[src/rtl/valid_join_pkg.sv]
// Shared definitions for the valid-only join receiver: default sizing and the modular adder.
package valid_join_pkg;

  localparam int DEFAULT_WIDTH = 32;
  localparam int DEFAULT_DEPTH = 4;
  localparam int DEFAULT_CW    = $clog2(DEFAULT_DEPTH + 1);

  typedef logic [DEFAULT_CW-1:0] cnt_t;

  // Sum of two words kept to the low w bits (carry out discarded); w may be 1..64.
  function automatic logic [63:0] mod_add(input logic [63:0] x,
                                          input logic [63:0] y,
                                          input int unsigned w);
    logic [63:0] mask;
    mask = (w >= 64) ? '1 : ((64'd1 << w) - 64'd1);
    return (x + y) & mask;
  endfunction

endpackage

[src/rtl/valid_fifo.sv]
// Input buffer for one valid-only stream: head is visible the cycle after the write, no bypass.
// Cannot stall the writer; a write into a full FIFO with no pop is dropped and flagged by drop.
module valid_fifo
  import valid_join_pkg::*;
#(
  parameter int WIDTH = DEFAULT_WIDTH,
  parameter int DEPTH = DEFAULT_DEPTH,
  localparam int CW   = $clog2(DEPTH + 1),
  localparam int AW   = $clog2(DEPTH)
) (
  input  logic             clk,
  input  logic             rst_n,
  input  logic             wr_en,
  input  logic [WIDTH-1:0] wr_data,
  input  logic             rd_en,
  output logic [WIDTH-1:0] head,
  output logic [CW-1:0]    count,
  output logic             drop
);

  logic [WIDTH-1:0] mem [DEPTH];
  logic [AW-1:0]    wr_ptr;
  logic [AW-1:0]    rd_ptr;
  logic             full;
  logic             wr_ok;

  // A pop in the same cycle frees the slot, so a full FIFO can still take the word.
  assign full  = (count == CW'(DEPTH));
  assign wr_ok = wr_en && (!full || rd_en);
  assign drop  = wr_en && full && !rd_en;
  assign head  = mem[rd_ptr];

  always_ff @(posedge clk or negedge rst_n) begin
    if (!rst_n) begin
      wr_ptr <= '0;
      rd_ptr <= '0;
      count  <= '0;
    end else begin
      if (wr_ok) wr_ptr <= wr_ptr + AW'(1);
      if (rd_en) rd_ptr <= rd_ptr + AW'(1);
      case ({wr_ok, rd_en})
        2'b10:   count <= count + CW'(1);
        2'b01:   count <= count - CW'(1);
        default: count <= count;
      endcase
    end
  end

  always_ff @(posedge clk) begin
    if (wr_ok) mem[wr_ptr] <= wr_data;
  end

endmodule

[src/rtl/valid_join_rx.sv]
// Joins streams a and e (one word each, FIFO order) into a registered c = a + e; 2-cycle latency, 1/cycle.
// out_cReady stalls the join only; input overruns are dropped and latched in sticky ovf_a/ovf_e.
module valid_join_rx
  import valid_join_pkg::*;
#(
  parameter int WIDTH = DEFAULT_WIDTH,
  parameter int DEPTH = DEFAULT_DEPTH,
  localparam int CW   = $clog2(DEPTH + 1)
) (
  input  logic             clk,
  input  logic             reset,
  input  logic             in_aValid,
  input  logic [WIDTH-1:0] in_a,
  input  logic             in_eValid,
  input  logic [WIDTH-1:0] in_e,
  output logic             out_cValid,
  output logic [WIDTH-1:0] out_c,
  input  logic             out_cReady,
  output logic             ovf_a,
  output logic             ovf_e,
  output logic [CW-1:0]    cnt_a,
  output logic [CW-1:0]    cnt_e,
  input  logic             clr_ovf
);

  logic [WIDTH-1:0] head_a;
  logic [WIDTH-1:0] head_e;
  logic             drop_a;
  logic             drop_e;
  logic             fire;

  assign fire = (cnt_a != '0) && (cnt_e != '0) && (!out_cValid || out_cReady);

  valid_fifo #(.WIDTH(WIDTH), .DEPTH(DEPTH)) u_fifo_a (
    .clk     (clk),
    .rst_n   (reset),
    .wr_en   (in_aValid),
    .wr_data (in_a),
    .rd_en   (fire),
    .head    (head_a),
    .count   (cnt_a),
    .drop    (drop_a)
  );

  valid_fifo #(.WIDTH(WIDTH), .DEPTH(DEPTH)) u_fifo_e (
    .clk     (clk),
    .rst_n   (reset),
    .wr_en   (in_eValid),
    .wr_data (in_e),
    .rd_en   (fire),
    .head    (head_e),
    .count   (cnt_e),
    .drop    (drop_e)
  );

  // Reload on fire even while draining, so back-to-back results carry no bubble.
  always_ff @(posedge clk or negedge reset) begin
    if (!reset) begin
      out_cValid <= 1'b0;
      out_c      <= '0;
    end else if (fire) begin
      out_cValid <= 1'b1;
      out_c      <= WIDTH'(mod_add(64'(head_a), 64'(head_e), WIDTH));
    end else if (out_cReady) begin
      out_cValid <= 1'b0;
    end
  end

  // A drop in the same cycle as clr_ovf keeps the flag set.
  always_ff @(posedge clk or negedge reset) begin
    if (!reset) begin
      ovf_a <= 1'b0;
      ovf_e <= 1'b0;
    end else begin
      if (drop_a)       ovf_a <= 1'b1;
      else if (clr_ovf) ovf_a <= 1'b0;
      if (drop_e)       ovf_e <= 1'b1;
      else if (clr_ovf) ovf_e <= 1'b0;
    end
  end

endmodule

[config.mk]
export PLATFORM = sky130hd
export DESIGN_NAME = valid_join_rx
export DESIGN_NICKNAME = d
export VERILOG_FILES = /design/src/rtl/valid_join_pkg.sv /design/src/rtl/valid_fifo.sv /design/src/rtl/valid_join_rx.sv
export SDC_FILE = /design/constraint.sdc
export NUM_CORES = 1
export LEC_CHECK = 0
export CELL_PAD_IN_SITES_DETAIL_PLACEMENT = 1
export CELL_PAD_IN_SITES_GLOBAL_PLACEMENT = 1
export CORE_ASPECT_RATIO = 0.8
export CORE_MARGIN = 4
export CORE_UTILIZATION = 46
export CTS_BUF_LIST = sky130_fd_sc_hd__clkbuf_4
export DETAILED_ROUTE_END_ITERATION = 6
export GPL_TIMING_DRIVEN = 0
export MAX_ROUTING_LAYER = met4
export PLACE_DENSITY = 0.76
export SLEW_MARGIN = 5
export SYNTH_ARGS = -nofsm -noshare
export SYNTH_HDL_FRONTEND = slang
export SYNTH_SLANG_ARGS = --single-unit
[constraint.sdc]
create_clock -name clk -period 3.4 [get_ports clk]
set_input_delay 0.68 -clock clk [delete_from_list [all_inputs] [get_ports clk]]
set_output_delay 0.68 -clock clk [all_outputs]
set_load 0.005 [all_outputs]
==> results of run 1 <==
per-stage QoR:
stage | hold WS [ns] | utilization (%) | setup WS [ns] | cell area, sq um
floorplan | 0.384 | - | 0.0883 | 13000
global placement | 0.477 | 52.9 | -0.817 | 14600
detailed placement | 0.497 | 53.8 | -0.691 | 14800
CTS | 0.434 | 58.3 | 0.000414 | 16100
global route | 0.457 | 59.5 | -0.206 | 16400
finish | 0.478 | 59.5 | -0.0747 | 16400
report_power, final:
part	switching, W	internal (W)
combinational	0.00562	0.00463
sequential	0.000437	0.00508
clock	0.00152	0.00165
area by class of cell:
cell class | count | area share, %
multi-input combinational | 424 | 25.6
timing repair buffer | 141 | 9.24
buffer | 29 | 1.44
antenna | 2 | 0.0305
tap | 364 | 2.78
sequential | 305 | 54.4
inverter | 20 | 0.458
clock buffer | 117 | 5.36
clock inverter | 23 | 0.702
sequential cells by signal, indices dropped and copies added (netlist names):
signal / count
u_fifo_e.rd_ptr: 2
u_fifo_a.rd_ptr: 2
ovf_e: 1
u_fifo_a.count: 3
u_fifo_e.wr_ptr: 2
out_cValid: 1
u_fifo_a.wr_ptr: 2
u_fifo_e.mem: 128
ovf_a: 1
out_c: 32
u_fifo_e.count: 3
u_fifo_a.mem: 128
worst min path at each step:
stage / endpoint / slack [ns] / cells past startpoint
floorplan: out_cValid / 0.38 / 0
global placement: out_c[3] / 0.48 / 2
detailed placement: out_c[2] / 0.50 / 2
CTS: out_c[15] / 0.43 / 2
global route: out_c[14] / 0.46 / 2
finish: out_c[9] / 0.48 / 2
critical path, delay by kind of cell, from the launching register on:
kind / cells / cell delay [ns]
DFF: 1 / 0.36
AOI/OAI and AO/OA: 3 / 0.46
muxes: 1 / 0.50
buffers and inverters: 2 / 0.34
adders and majority gates: 1 / 0.35
and+or+nand+nor: 5 / 1.37
cells by family (layout without fill, tap and decap cells):
logic type      count (synthesis)  in the layout
mux                            67             67
simple gates                  147            147
flops                         305            305
xor+xnor                       37             37
other cells                     0              2
buf+inv                        54            330
compound gates                129            129
fa+ha+maj                      44             44
cell usage in the layout, fill, tap and decap left out, drive strengths merged, types with 3 or more instances in the layout:
cell,Yosys,routed
edfxtp,256,256
clkbuf,20,134
clkdlybuf4s50,0,109
nand2,66,66
mux4,64,64
dfrtp,49,49
o21ai,46,46
buf,14,43
ha,41,41
a21oi,27,27
inv,20,23
nor2,22,22
xnor2,20,20
nand3,19,19
clkinv,0,19
xor2,17,17
a21o,15,15
and2,9,9
nand4,8,8
a31oi,8,8
nor3,6,6
or3,4,4
nand2b,3,3
o211ai,3,3
a211oi,3,3
o22ai,3,3
mux2i,3,3
o31ai,3,3
and3,3,3
a21boi,3,3
nor2b,3,3
fa,3,3
repair_timing:
item | CTS | global route
endpoints found under the setup margin | 22 | 11
buffers inserted | 7 | 13
hold buffers | 1 | 0
resized for setup | 56 | 44
pin swaps | 7 | 11
endpoints found under the hold margin | 16 | 0
cloned | 0 | 1
metal layers:
metal | global-route usage (%) | wire length, um
met5 | - | 0
met4 | 7.78 | 682
met3 | 4.97 | 2150
met2 | 36.1 | 16900
met1 | 29.7 | 14700
==> flow_summary.json, run 1 <==
{
  "drt_iter0_markers": 500,
  "synthAdderAreaFrac_pct": 4.40,
  "synth_top_family_by_area": "multiplexers",
  "stdcell_count": 1425,
  "initial_core_util_pct": 47.3,
  "drtAntennaViolNets": 0,
  "dr.pass1.iters": 6,
  "final_critical_path_setup_slack_ns": -0.0747,
  "ys_seq_area_share_pct": 68.4,
  "synthesis.nets": 897,
  "synth-simple-area-share_pct": 5.24,
  "fmax_mhz": 288,
  "final_layout_size_suffix_gt1_share_pct": 28.0,
  "num_vias": 8006,
  "yosysMostFrequentCell": "edfxtp_1",
  "root_buffer": "clkbuf_4",
  "crit_chain": "buf_8 -> clkbuf_16 -> mux4_2 -> ha_2 -> nor3_1 -> nor2_2 -> o311ai_4 -> nand4_1 -> a21oi_2 -> o21ai_4 -> or4b_1 -> nand3_1",
  "clkTransAtPathRegs_ns": 0.07,
  "rrSetupSlack_ns": -0.07,
  "p_per_area_mw_per_mm2": 1160,
  "grt_max_degree": 34,
  "boundaryPins": 111,
  "seq_area_sq_mm": 0.00892,
  "cap_violations": 0,
  "grt_pass1_wl_um": 51100,
  "dpl.hpwl_um": 23600,
  "antenna_found_initial": 2,
  "globalplace.congestion": 0.840,
  "crit_slowest_cell": "or4b_1",
  "post-route-period-util_pct": 102,
  "synth_xor_area_share_pct": 2.49,
  "die_width_um": 196,
  "clockBufferDepth": 3,
  "groute.usage.overall_pct": 22.7,
  "synth_area_per_cell_sq_um": 16.6,
  "yosys-top-cells-area": "edfxtp_1 (59%), mux4_2 (11%), dfrtp_1 (9.4%)",
  "crit_type": "flip-flop to flip-flop",
  "leakage_nw": 5.87,
  "synthMuxAreaShare_pct": 11.3,
  "synth_cell_types": 55,
  "cts.htree.levels": 3,
  "portBuffers": 110,
  "netlist.area_leader.share_pct": 59.0,
  "area_growth_pct": 25.8,
  "rr_worst_depth": 12,
  "cts_inserted_buffers": 78,
  "p_total_w": 0.0189,
  "die-area_sq_mm": 0.0311,
  "r2r_start": "u_fifo_a.rd_ptr[0]",
  "finalWirelength_um": 34400,
  "dp_cells": 1266,
  "multi_input_area_sq_mm": 0.00420,
  "fp-row-count": 54,
  "synthCells": 783,
  "cp_max_fo": 8,
  "ir_worst_vdd_mv": 0.443,
  "avgViaCountPerCell": 5.62,
  "synth_largest_area_cell": "edfxtp_1",
  "skew_ns": 0.0310,
  "synthTopCellsByCount": "edfxtp_1 (256), nand2_1 (65), mux4_2 (64)",
  "tightest_slew_ns": 0.752,
  "worstPathArrival_ns": 4.12,
  "fin_setup_tns_ns": -0.0806,
  "hold_viol_final": 0,
  "numClockSinks": 305,
  "wl_per_cell_um": 24.2,
  "yosys_warnings": 0,
  "grt-ovfl-total": 0,
  "end_kind": "flip-flop",
  "slew_viol_final": 0,
  "violations": "negative setup slack",
  "synth-compound-area-share_pct": 6.56,
  "critPathMaxStageDelay_ns": 0.52,
  "drc": 0,
  "synth_edf_count": 256,
  "ys_seq_elements": 305,
  "endpoint": "out_c[31]",
  "rsz0062_at_grt": "yes",
  "slew-limit-headroom_pct": 49.9,
  "num-nets-final": 1113,
  "min_period_ns": 3.47,
  "setup_viol": 2,
  "ys.flop_type": "edfxtp_1",
  "cts_tree": "yes",
  "status": "finished, violations left",
  "postSynth.asyncResetShare_pct": 16.1,
  "worstReg2RegEnd": "out_c[31]",
  "num-fill-cells": 2591,
  "critPathLaunchType": "flip-flop",
  "die_y_um": 159,
  "min_path_type": "primary input to async pin",
  "cp.required_ns": 4.05,
  "grt_pass1_vias": 8625,
  "core_area_sq_mm": 0.0276,
  "syn_area_sq_mm": 0.0130,
  "clkLatencyLatePin_ns": 0.72,
  "startpoint": "u_fifo_a.rd_ptr[0]"
}
No activity file was read; power rests on OpenSTA's default activity.
==> inputs of run 2 (changes only) <==
Settings changed: GPL_TIMING_DRIVEN 0 to 1.
==> flow_summary.json, run 2 (synthesis gave the netlist of run 1 again) <==
{
  "drc": 0,
  "tightest_slew_ns": 0.585,
  "holdCritStartpoint": "out_c[8]",
  "cp.required_ns": 4.03,
  "reg_top3": "u_fifo_a.mem (128), u_fifo_e.mem (128), out_c (32)",
  "num_vias": 7841,
  "worstReg2RegEnd": "out_c[28]",
  "rr_worst_depth": 11,
  "drt_iter0_markers": 514,
  "fmax_mhz": 301,
  "boundaryPins": 111,
  "drtAntennaViolNets": 0,
  "fin_util_pct": 59.1,
  "clockBufferDepth": 3,
  "die_y_um": 159,
  "avgViaCountPerCell": 5.48,
  "die_width_um": 196,
  "ir_worst_vdd_mv": 0.431,
  "wl_per_cell_um": 22.9,
  "r2r_start": "u_fifo_e.rd_ptr[0]",
  "dr.pass1.iters": 5,
  "num-nets-final": 1125,
  "status": "finished, final reports clean",
  "cts_inserted_buffers": 77,
  "crit_family": "compound AO/OA/AOI/OAI gates",
  "critPathLaunchType": "flip-flop",
  "core_area_sq_mm": 0.0276,
  "grt_max_degree": 46,
  "min_period_ns": 3.32,
  "numClockSinks": 305,
  "rrSetupSlack_ns": 0.08,
  "clkTransAtPathRegs_ns": 0.07,
  "portBuffers": 110,
  "crit_type": "flip-flop to flip-flop",
  "cp_num_buf_inv": 1,
  "die-area_sq_mm": 0.0311,
  "groute.usage.overall_pct": 22.1,
  "mostFrequentLayoutCells": "edfxtp_1 (256), clkbuf_4 (118), clkdlybuf4s50_1 (109)",
  "leakage_nw": 5.96,
  "end_kind": "flip-flop",
  "p_per_area_mw_per_mm2": 1160,
  "root_buffer": "clkbuf_4",
  "grt_pass1_vias": 8608,
  "grt_pass1_wl_um": 49900,
  "post-route-period-util_pct": 97.6,
  "antenna_found_initial": 2,
  "final_layout_size_suffix_gt1_share_pct": 27.2,
  "area_growth_pct": 25.0,
  "worstPathArrival_ns": 3.95,
  "dpl.hpwl_um": 22500,
  "fp-row-count": 54,
  "slew_viol_final": 0,
  "skew_ns": 0.0475,
  "cp_max_fo": 8,
  "hold_viol_final": 0,
  "grt-ovfl-total": 0,
  "crit_chain": "clkbuf_16 -> mux4_2 -> ha_1 -> a21oi_2 -> o22ai_1 -> o21a_1 -> a311oi_2 -> o31a_1 -> nor3_1 -> or3_1 -> o2111ai_1",
  "slew-limit-headroom_pct": 61.0,
  "clkLatencyLatePin_ns": 0.73,
  "rsz0062_at_grt": "yes",
  "crit_slowest_cell": "mux4_2",
  "finalWirelength_um": 32800,
  "min_path_type": "flip-flop to flip-flop",
  "min_to": "out_c[8]",
  "critPathMaxStageDelay_ns": 0.52,
  "cts.htree.levels": 3,
  "holdPathStages": 2,
  "initial_core_util_pct": 47.3,
  "final_common_cell": "edfxtp_1",
  "hold_ws_ns": 0.478,
  "globalplace.congestion": 0.887,
  "cts_tree": "yes",
  "cap_violations": 0,
  "setup_viol": 0
}
run 2: layout make-up:
type | count | area, sq um
Clock buffer | 118 | 886
Sequential cell | 305 | 8920
Multi-Input combinational cell | 424 | 3990
Inverter | 20 | 75.1
Timing Repair Buffer | 183 | 1820
Antenna cell | 2 | 5.00
Clock inverter | 16 | 144
Fill cell | 2630 | 11300
Tap cell | 364 | 455
run 2: metal layers:
layer | vias to the layer above | track usage (%) | wire (um)
met3 | 43 | 5.29 | 1700
met5 | - | - | 0
met2 | 208 | 35.1 | 16100
li1 | 3556 | - | -
met1 | 4034 | 29.0 | 14500
met4 | 0 | 6.25 | 486
run 2: power breakdown:
group | switching [W] | internal [W]
Sequential | 0.000404 | 0.00508
Combinational | 0.00551 | 0.00459
Clock | 0.00145 | 0.00180
Total | 0.00737 | 0.0115
run 2: worst max-delay path by stage:
stage / from / end / depth (start not counted)
6_report: u_fifo_e.rd_ptr[0] / out_c[28] / 11
5_1_grt: u_fifo_e.rd_ptr[0] / out_c[28] / 11
4_1_cts: u_fifo_a.rd_ptr[0] / out_c[28] / 11
3_5_place_dp: u_fifo_a.rd_ptr[0] / out_c[28] / 11
3_3_place_gp: u_fifo_a.rd_ptr[0] / out_c[28] / 11
2_1_floorplan: u_fifo_a.rd_ptr[0] / out_c[31] / 11
run 2: worst min-delay path, delay by kind of cell, from the launching register on:
| family | cells | cell delay [ns] |
|---|---|---|
| simple gates | 1 | 0.05 |
| compound gates | 1 | 0.06 |
| flops | 1 | 0.34 |
run 2: per-stage QoR:
step / setup TNS, ns / power [W] / cells / setup WS, ns / cell area (sq um)
after floorplan: 0 / 0.0114 / 783 / 0.0883 / 13000
after global placement: 0 / 0.0150 / 1289 / 0.0778 / 15100
after detailed placement: 0 / 0.0153 / 1289 / 0.0371 / 15100
after CTS: 0 / 0.0186 / 1424 / 0.00457 / 16100
after global routing: -0.0497 / 0.0201 / 1432 / -0.0197 / 16300
final: 0 / 0.0188 / 1432 / 0.0814 / 16300
run 2: repair_timing:
action | CTS | global route
hold buffers | 1 | 0
endpoints found under the setup margin | 0 | 15
setup buffers | 0 | 5
gates resized for setup | 0 | 18
hold endpoints to repair | 19 | 0
